## src/rtl/mem_access_stage.sv

```systemverilog
// mem_access_stage: RV32I memory-access pipeline stage.
// Takes the registered execute result and runs loads and stores over a
// req/resp data-memory handshake. Upstream is stalled (in_ready low) while a
// request is outstanding. Non-memory results pass through with one cycle of
// latency. Only WIDTH = 32 is supported.
// Optional feature macro: MEM_MISALIGN_TRAP_EN. When it is defined, a
// misaligned half or word access is not issued and is flagged on out_misalign.
module mem_access_stage #(
  parameter int WIDTH = 32
) (
  input  logic             clk,
  input  logic             rst,
  input  logic             in_valid,
  output logic             in_ready,
  input  logic [WIDTH-1:0] in_addr,
  input  logic [WIDTH-1:0] in_wdata,
  input  logic [2:0]       in_funct3,
  input  logic [4:0]       in_rd,
  input  logic             in_mem_read,
  input  logic             in_mem_write,
  input  logic             in_load_regfile,
  output logic             dmem_read,
  output logic             dmem_write,
  output logic [WIDTH-1:0] dmem_addr,
  output logic [3:0]       dmem_wmask,
  output logic [WIDTH-1:0] dmem_wdata,
  input  logic [WIDTH-1:0] dmem_rdata,
  input  logic             dmem_resp,
  output logic             out_valid,
  output logic [WIDTH-1:0] out_data,
  output logic [4:0]       out_rd,
  output logic             out_load_regfile,
  output logic             out_misalign
);

  typedef enum logic {S_IDLE, S_ACCESS} state_t;
  typedef enum logic [1:0] {SZ_B, SZ_H, SZ_W} size_t;

  // Undefined funct3 encodings fall through to a word access.
  function automatic size_t size_of(input logic [2:0] f3);
    case (f3)
      3'b000, 3'b100: size_of = SZ_B;
      3'b001, 3'b101: size_of = SZ_H;
      default:        size_of = SZ_W;
    endcase
  endfunction

  state_t           r_state;
  state_t           w_state_next;

  logic [WIDTH-1:0] r_addr;
  logic [WIDTH-1:0] r_wdata;
  logic [2:0]       r_funct3;
  logic [4:0]       r_rd;
  logic             r_is_load;
  logic             r_is_store;
  logic             r_load_regfile;

  logic             r_out_valid;
  logic [WIDTH-1:0] r_out_data;
  logic [4:0]       r_out_rd;
  logic             r_out_load_regfile;
  logic             r_out_misalign;

  logic             w_accept;
  logic             w_in_mem;
  logic             w_in_misalign;
  logic             w_issue;
  logic             w_access;
  logic             w_done;
  size_t            w_req_size;
  logic [3:0]       w_wmask;
  logic [WIDTH-1:0] w_wdata;
  logic [7:0]       w_byte;
  logic [15:0]      w_half;
  logic [WIDTH-1:0] w_load_data;

  assign in_ready = (r_state == S_IDLE);
  assign w_accept = in_valid && in_ready;
  assign w_in_mem = in_mem_read || in_mem_write;

`ifdef MEM_MISALIGN_TRAP_EN
  size_t w_in_size;
  assign w_in_size     = size_of(in_funct3);
  assign w_in_misalign = w_in_mem &&
                         (((w_in_size == SZ_H) && in_addr[0]) ||
                          ((w_in_size == SZ_W) && (in_addr[1:0] != 2'b00)));
`else
  // Misaligned accesses are issued anyway; the lane logic below realigns them.
  assign w_in_misalign = 1'b0;
`endif

  assign w_issue  = w_accept && w_in_mem && !w_in_misalign;
  assign w_access = (r_state == S_ACCESS);
  assign w_done   = w_access && dmem_resp;

  // State register; async reset abandons any outstanding request.
  always_ff @(posedge clk or posedge rst) begin
    // NOTE: sequential state always uses non-blocking assignments so every
    // register samples pre-edge values regardless of block ordering.
    if (rst) r_state <= S_IDLE;
    else     r_state <= w_state_next;
  end

  // Next-state logic; dmem_resp outside ACCESS is ignored.
  always_comb begin
    // NOTE: default assigned first so no path leaves the signal unassigned,
    // which would otherwise infer a latch.
    w_state_next = r_state;
    case (r_state)
      S_IDLE:   if (w_issue) w_state_next = S_ACCESS;
      S_ACCESS: if (dmem_resp) w_state_next = S_IDLE;
      default:  w_state_next = S_IDLE;
    endcase
  end

  // Capture the request so the memory interface stays stable during ACCESS.
  always_ff @(posedge clk or posedge rst) begin
    if (rst) begin
      r_addr         <= '0;
      r_wdata        <= '0;
      r_funct3       <= '0;
      r_rd           <= '0;
      r_is_load      <= 1'b0;
      r_is_store     <= 1'b0;
      r_load_regfile <= 1'b0;
    end else if (w_issue) begin
      r_addr         <= in_addr;
      r_wdata        <= in_wdata;
      r_funct3       <= in_funct3;
      r_rd           <= in_rd;
      r_is_load      <= in_mem_read && !in_mem_write;  // both set => store
      r_is_store     <= in_mem_write;
      r_load_regfile <= in_load_regfile;
    end
  end

  assign w_req_size = size_of(r_funct3);

  // Store byte enables and lane-replicated data from the captured request.
  always_comb begin
    w_wmask = 4'b1111;
    w_wdata = r_wdata;
    case (w_req_size)
      SZ_B: begin
        w_wmask = 4'b0001 << r_addr[1:0];
        w_wdata = {4{r_wdata[7:0]}};
      end
      SZ_H: begin
        w_wmask = 4'b0011 << {r_addr[1], 1'b0};
        w_wdata = {2{r_wdata[15:0]}};
      end
      default: ;
    endcase
    if (!r_is_store) w_wmask = 4'b0000;
  end

  assign dmem_read  = w_access && r_is_load;
  assign dmem_write = w_access && r_is_store;
  assign dmem_addr  = {r_addr[WIDTH-1:2], 2'b00};
  assign dmem_wmask = w_wmask;
  assign dmem_wdata = w_wdata;

  // Pick the addressed lane out of the read word and extend it.
  always_comb begin
    case (r_addr[1:0])
      2'b00:   w_byte = dmem_rdata[7:0];
      2'b01:   w_byte = dmem_rdata[15:8];
      2'b10:   w_byte = dmem_rdata[23:16];
      default: w_byte = dmem_rdata[31:24];
    endcase
    w_half = r_addr[1] ? dmem_rdata[31:16] : dmem_rdata[15:0];
    case (w_req_size)
      SZ_B:    w_load_data = {{24{w_byte[7] & ~r_funct3[2]}}, w_byte};
      SZ_H:    w_load_data = {{16{w_half[15] & ~r_funct3[2]}}, w_half};
      default: w_load_data = dmem_rdata;
    endcase
  end

  // Result registers: out_valid pulses for one cycle, payload holds.
  always_ff @(posedge clk or posedge rst) begin
    if (rst) begin
      r_out_valid        <= 1'b0;
      r_out_data         <= '0;
      r_out_rd           <= '0;
      r_out_load_regfile <= 1'b0;
      r_out_misalign     <= 1'b0;
    end else begin
      r_out_valid <= 1'b0;
      if (w_accept && !w_in_mem) begin
        r_out_valid        <= 1'b1;
        r_out_data         <= in_addr;
        r_out_rd           <= in_rd;
        r_out_load_regfile <= in_load_regfile;
        r_out_misalign     <= 1'b0;
      end else if (w_accept && w_in_misalign) begin
        r_out_valid        <= 1'b1;
        r_out_data         <= in_addr;
        r_out_rd           <= in_rd;
        r_out_load_regfile <= 1'b0;
        r_out_misalign     <= 1'b1;
      end else if (w_done) begin
        r_out_valid        <= 1'b1;
        r_out_data         <= r_is_store ? '0 : w_load_data;
        r_out_rd           <= r_rd;
        r_out_load_regfile <= r_is_store ? 1'b0 : r_load_regfile;
        r_out_misalign     <= 1'b0;
      end
    end
  end

  assign out_valid        = r_out_valid;
  assign out_data         = r_out_data;
  assign out_rd           = r_out_rd;
  assign out_load_regfile = r_out_load_regfile;
  assign out_misalign     = r_out_misalign;

endmodule

```

## config.mk

```make
export PLATFORM = sky130hd
export DESIGN_NAME = mem_access_stage
export DESIGN_NICKNAME = d
export VERILOG_FILES = /design/src/rtl/mem_access_stage.sv
export SDC_FILE = /design/constraint.sdc
export NUM_CORES = 1
export LEC_CHECK = 0
export ABC_AREA = 1
export BUFFER_PORTS_ARGS = -buffer_cell sky130_fd_sc_hd__buf_2
export CORE_UTILIZATION = 46
export CTS_CLUSTER_DIAMETER = 60
export DETAILED_ROUTE_END_ITERATION = 6
export MAX_ROUTING_LAYER = met4
export PLACE_DENSITY = 0.81
export SETUP_SLACK_MARGIN = 0.2
export SYNTH_ARGS = -nofsm -noshare
export SYNTH_HDL_FRONTEND = slang
export SYNTH_SLANG_ARGS = --single-unit
export TNS_END_PERCENT = 20
```

## constraint.sdc

```tcl
create_clock -name clk -period 3 [get_ports clk]
set_clock_uncertainty 0.05 [all_clocks]
set_input_delay 0.15 -clock clk [delete_from_list [all_inputs] [get_ports clk]]
set_output_delay 0.15 -clock clk [all_outputs]
set_load 0.05 [all_outputs]
```

* Word level (Yosys, flattened, before mapping)
Index checks and enable logic that the tools add are counted.
Storage, ports and cells: register bits after elaboration 116, latch bits 0, bits in writable memories 0, bits in read-only memories 0, input bits 111, output and inout port bits 111, word-level logic and storage cells 63, memories kept 0
Operators by class: add/subtract/negate cells 0, multipliers 0, div/mod/pow operators 0, order comparisons 0, equal/unequal tests 6, shift-type cells 2, mux-type cells 22, bitwise operators 4, reductions and logical operators 16
Operators with widths (number):
- $pmux 32 s2 | 2
- $mux 32 | 3
- $pmux 8 s3 | 1
- $mux 16 | 1
- $mux 5 | 2
- $mux 1 | 9
- $pmux 4 s2 | 1
- $logic_and 1x1->1 | 7
- $eq 3x3->1 const B | 2
- $eq 2x1->1 const B | 2
- $logic_not 2->1 | 2
- $mux 4 | 1
- $pmux 2 s2 | 1
- $reduce_or 2->1 | 2
- $shl 1x2->4 const A | 1
- $shl 2x2->4 const A | 1
- $eq 3x1->1 const B | 1
- $logic_not 3->1 | 1
- $and 1x1->1 | 2
- $eq 2x2->1 const B | 1
- $logic_not 1->1 | 2
- $not 1->1 | 2
- $pmux 1 s2 | 1
- $reduce_bool 2->1 | 1
- $logic_or 1x1->1 | 1

* Longest topological paths before layout
word-level depth 8, gate-level depth with buffers 9, depth with buffers taken out 8

* Least setup slack after synthesis
OpenSTA, ideal clock, no wires.
path kind register -> output, from reg r_funct3[1], to out dmem_wdata[16], data arrival time 1931 ps, required time 2800 ps, path slack 869 ps, stages on the path, launching flop included 4, buffers on the path 2, cells stage by stage dfrtp_1 -> buf_2 -> buf_2 -> o21ai_0
On the way: longest elaborated chain between the ends 5, elaborated cells on any way between the ends 10, classes of those cells 4 x eq/ne; 2 x mux; 4 x reduce/logical
Ends and longest elaborated chain:
- start: declaration | RTL line 53 | logic [2:0] r_funct3;
- start signal: assignment | RTL line 130 | r_funct3 <= in_funct3;
- $eq 3x1->1 (tied with other cells) | RTL line 41 | case (f3)
- $reduce_or 2->1 | RTL line 41
- $pmux 2 s2 * | RTL line 41
- $eq 2x1->1 or $logic_not 2->1 (tied branches) | RTL line 144 | case (w_req_size)
- $pmux 32 s2 * | RTL line 144
- end: declaration | RTL line 26 | output logic [WIDTH-1:0] dmem_wdata,
Every way passes the cells marked *; elsewhere a longest branch is shown, timed or not.

* Final worst setup path
from reg r_addr[1], to out dmem_wmask[0]
On the way: longest elaborated chain between the ends 3, elaborated cells on any way between the ends 4, classes of those cells 2 x shift; 2 x mux
Ends and longest elaborated chain:
- start: declaration | RTL line 51 | logic [WIDTH-1:0] r_addr;
- start signal: assignment | RTL line 128 | r_addr <= in_addr;
- $shl 2x2->4 or $shl 1x2->4 (tied branches) | RTL line 150, 146
- $pmux 4 s2 * | RTL line 144
- $mux 4 * | RTL line 155 | if (!r_is_store) w_wmask = 4'b0000;
- end: declaration | RTL line 25 | output logic [3:0] dmem_wmask,
Marks and branches as above.

==> impl_metrics.toml <==
[timing]
fin_crit_sh_pct = 79.4
rsz0062_at_grt = "no"
fin_crit_ps = 2380
hold_ws_ps = 15.4
max_slew_margin_pct = 40.5
hold_viol_final = 0
max_freq_mhz = 420
final_max_slew_viol_count = 0
fin_setup_tns_ps = 0
finalSetupViolations = 0
setup_slack_ps = 619
worst_pin_slew_ps = 892

[setup_path]
start_kind = "flop"
arrival_ps = 2180
end_kind = "primary output"
worst-path-max-fanout = 29
required_ps = 2800
criticalPathCategory = "reg -> out"

[route]
via_count = 6302
drc = 0
ant_nets = 0
wl_per_cell_um = 15.0
wirelength_mm = 19.0
viasPerCell = 4.98
drtIter0Drc = 454
dr.pass1.iters = 5

[synth]
avgSynthCellArea_um2 = 7.52
yosys_warnings = 0
postSynthCellCount = 834
async_reset_ff_share_pct = 100
ys_ff_latch = 115
synth_area_um2 = 6270
synth.area.top_cells = "dfrtp_1, nand2_1, o21ai_0"
synth_commonest_cells = "nand2_1, dfrtp_1, o21ai_0, inv_1, buf_4"
yosysTopAreaCell = "dfrtp_1"
synth_top_family_by_area = "simple AND/OR/NAND/NOR gates"
synth.yosys.seq_area_share_pct = 45.9
synth-simple-area-share_pct = 25.7
synth_xor_area_share_pct = 0
synth_flop_cell = "dfrtp_1"
netlist.area_leader.share_pct = 45.9
yosys-mux-area-fraction_pct = 0
synth-edff-count = 0
synth-adder-area-share_pct = 0
synth_compound_area_share_pct = 13.3
synthMostInstantiatedCell = "nand2_1"
yosys.cell_types.count = 27

[global_route]
grt_pass1_vias = 6193
globalRouteTotalUtil_pct = 28.9
grt_max_degree = 76
grt_first_pass_wirelength_mm = 30.7
grt.overflow.total = 0
antenna_found_initial = 1

[floorplanning]
num_rows = 42
start_util_pct = 47.2
die_y_um = 119
io_pins = 222
fp.coreArea_um2 = 13300
die-area_um2 = 14100
die_x_um = 119

[power]
clkPwrFrac_pct = 25.5
seqPwrFrac_pct = 29.6
p_per_area_nw_per_um2 = 900
vdd_drop_max_mv = 0.429
power_switching_share_pct = 47.1
p_sw_w = 0.00359
p_int_w = 0.00404
pwr-share-comb_pct = 45.0
p_leak_nw = 4.64

[clocking]
clkSlewWorstSetupHoldPaths_ps = 50
postCtsSetupRepairBufs = 0
cts.htree.levels = 4
clkSinkCount = 115
clock_latency_ps = 420
clockBufferDepth = 2
cts_buffers = 17
cts_tree = "done"
cts_root_buf = "clkbuf_16"

[final_layout]
finish.net_count = 1187
syn2layout_area_growth_pct = 35.2
fin_util_pct = 63.8
drive_gt1_share_pct = 26.6

[placement]
place_congestion = 0.895
dp_hpwl_mm = 12.5
port_buffers = 218
dp_slack_ps = 862

[run]
drv_cap = 0

[min_path]
hold_path.class = "in -> reg"

[status]
status = "finished, final reports clean"
layer usage:
| layer | vias to the layer above | wire (um) | global-route usage [%] |
|---|---|---|---|
| met4 | 0 | 739 | 14.9 |
| met1 | 2913 | 8080 | 35.0 |
| met5 | - | 0 | - |
| met3 | 56 | 1030 | 6.32 |
| met2 | 272 | 9190 | 45.2 |
| li1 | 3061 | - | - |
power by group through the flow:
stage	Sequential [W]	Clock, W	Combinational (W)
finish	0.00226	0.00194	0.00343
global route	0.00230	0.00204	0.00366
CTS	0.00225	0.00196	0.00341
detailed placement	0.00226	0	0.00333
global placement	0.00226	0	0.00329
floorplan	0.00281	0	0.00216
placed cells by master (no fill, tap or decap), types with 2 or more instances in the layout:
cell,instances
nor2_4,2
clkbuf_1,4
nor2_2,4
nand2_4,2
nor2_8,3
clkinv_2,3
o21ai_0,107
a31oi_1,7
nor2_1,24
clkbuf_16,17
o211ai_1,14
o21ai_1,4
buf_12,2
dfrtp_1,114
nand2_1,292
inv_1,103
clkbuf_8,6
inv_2,9
a21oi_1,25
conb_1,3
buf_2,218
nand3_1,19
buf_4,5
nand3_2,12
dlygate4sd3_1,75
nand4_1,7
cells by family after synthesis:
kind of cell	count (synthesis)
other cells	1
simple gates	368
compound gates	158
flops	115
buf+inv	192
worst max-delay path, cell delays in order, from the launching register on:
cell and delay [ps]:
dfrtp_1 710, nor2_2 490, nor2_1 90, nor2_1 170, buf_2 290
worst paths after layout:
path | startpoint | end | slack [ps] | cells past startpoint
setup / recovery | r_addr[1] | dmem_wmask[0] | 620 | 4
hold / removal | in_addr[6] | r_addr[6] | 20 | 3
setup reg to reg | r_addr[1] | out_data[27] | 840 | 7
hold reg to reg | r_addr[15] | r_addr[15] | 420 | 2
max in group asynchronous | rst | r_funct3[1] | 1830 | 4
min in group asynchronous | rst | r_addr[7] | 270 | 3
timing repair:
action,CTS,global route
gates resized for setup,0,0
setup endpoints to repair,0,0
hold buffers,75,0
endpoints found under the hold margin,105,0
per-stage QoR:
stage	instance area [um^2]	instances	power [W]
4_1_cts	8480	1264	0.00762
6_report	8480	1265	0.00763
3_5_place_dp	7160	1158	0.00559
2_1_floorplan	6290	836	0.00497
5_1_grt	8480	1265	0.00800
3_3_place_gp	7160	1158	0.00554
flip-flops by register name (all words and copies together) (netlist names):
| name | cells |
|---|---|
| r_is_load | 1 |
| r_wdata | 32 |
| r_addr | 32 |
| r_funct3 | 3 |
| out_data | 32 |
| r_is_store | 1 |
| out_load_regfile | 1 |
| r_load_regfile | 1 |
| out_rd | 5 |
| r_rd | 5 |
| out_valid | 1 |
| r_state | 1 |
layout make-up:
class	count	area, um^2
antenna	1	2.50
clock buffer	27	523
clock inverter	4	45.0
fill	1108	4810
inverter	113	428
multi-input combinational	529	2460
sequential	115	2880
tap	176	220
timing repair buffer	300	1920
No activity file was read; power rests on OpenSTA's default activity.
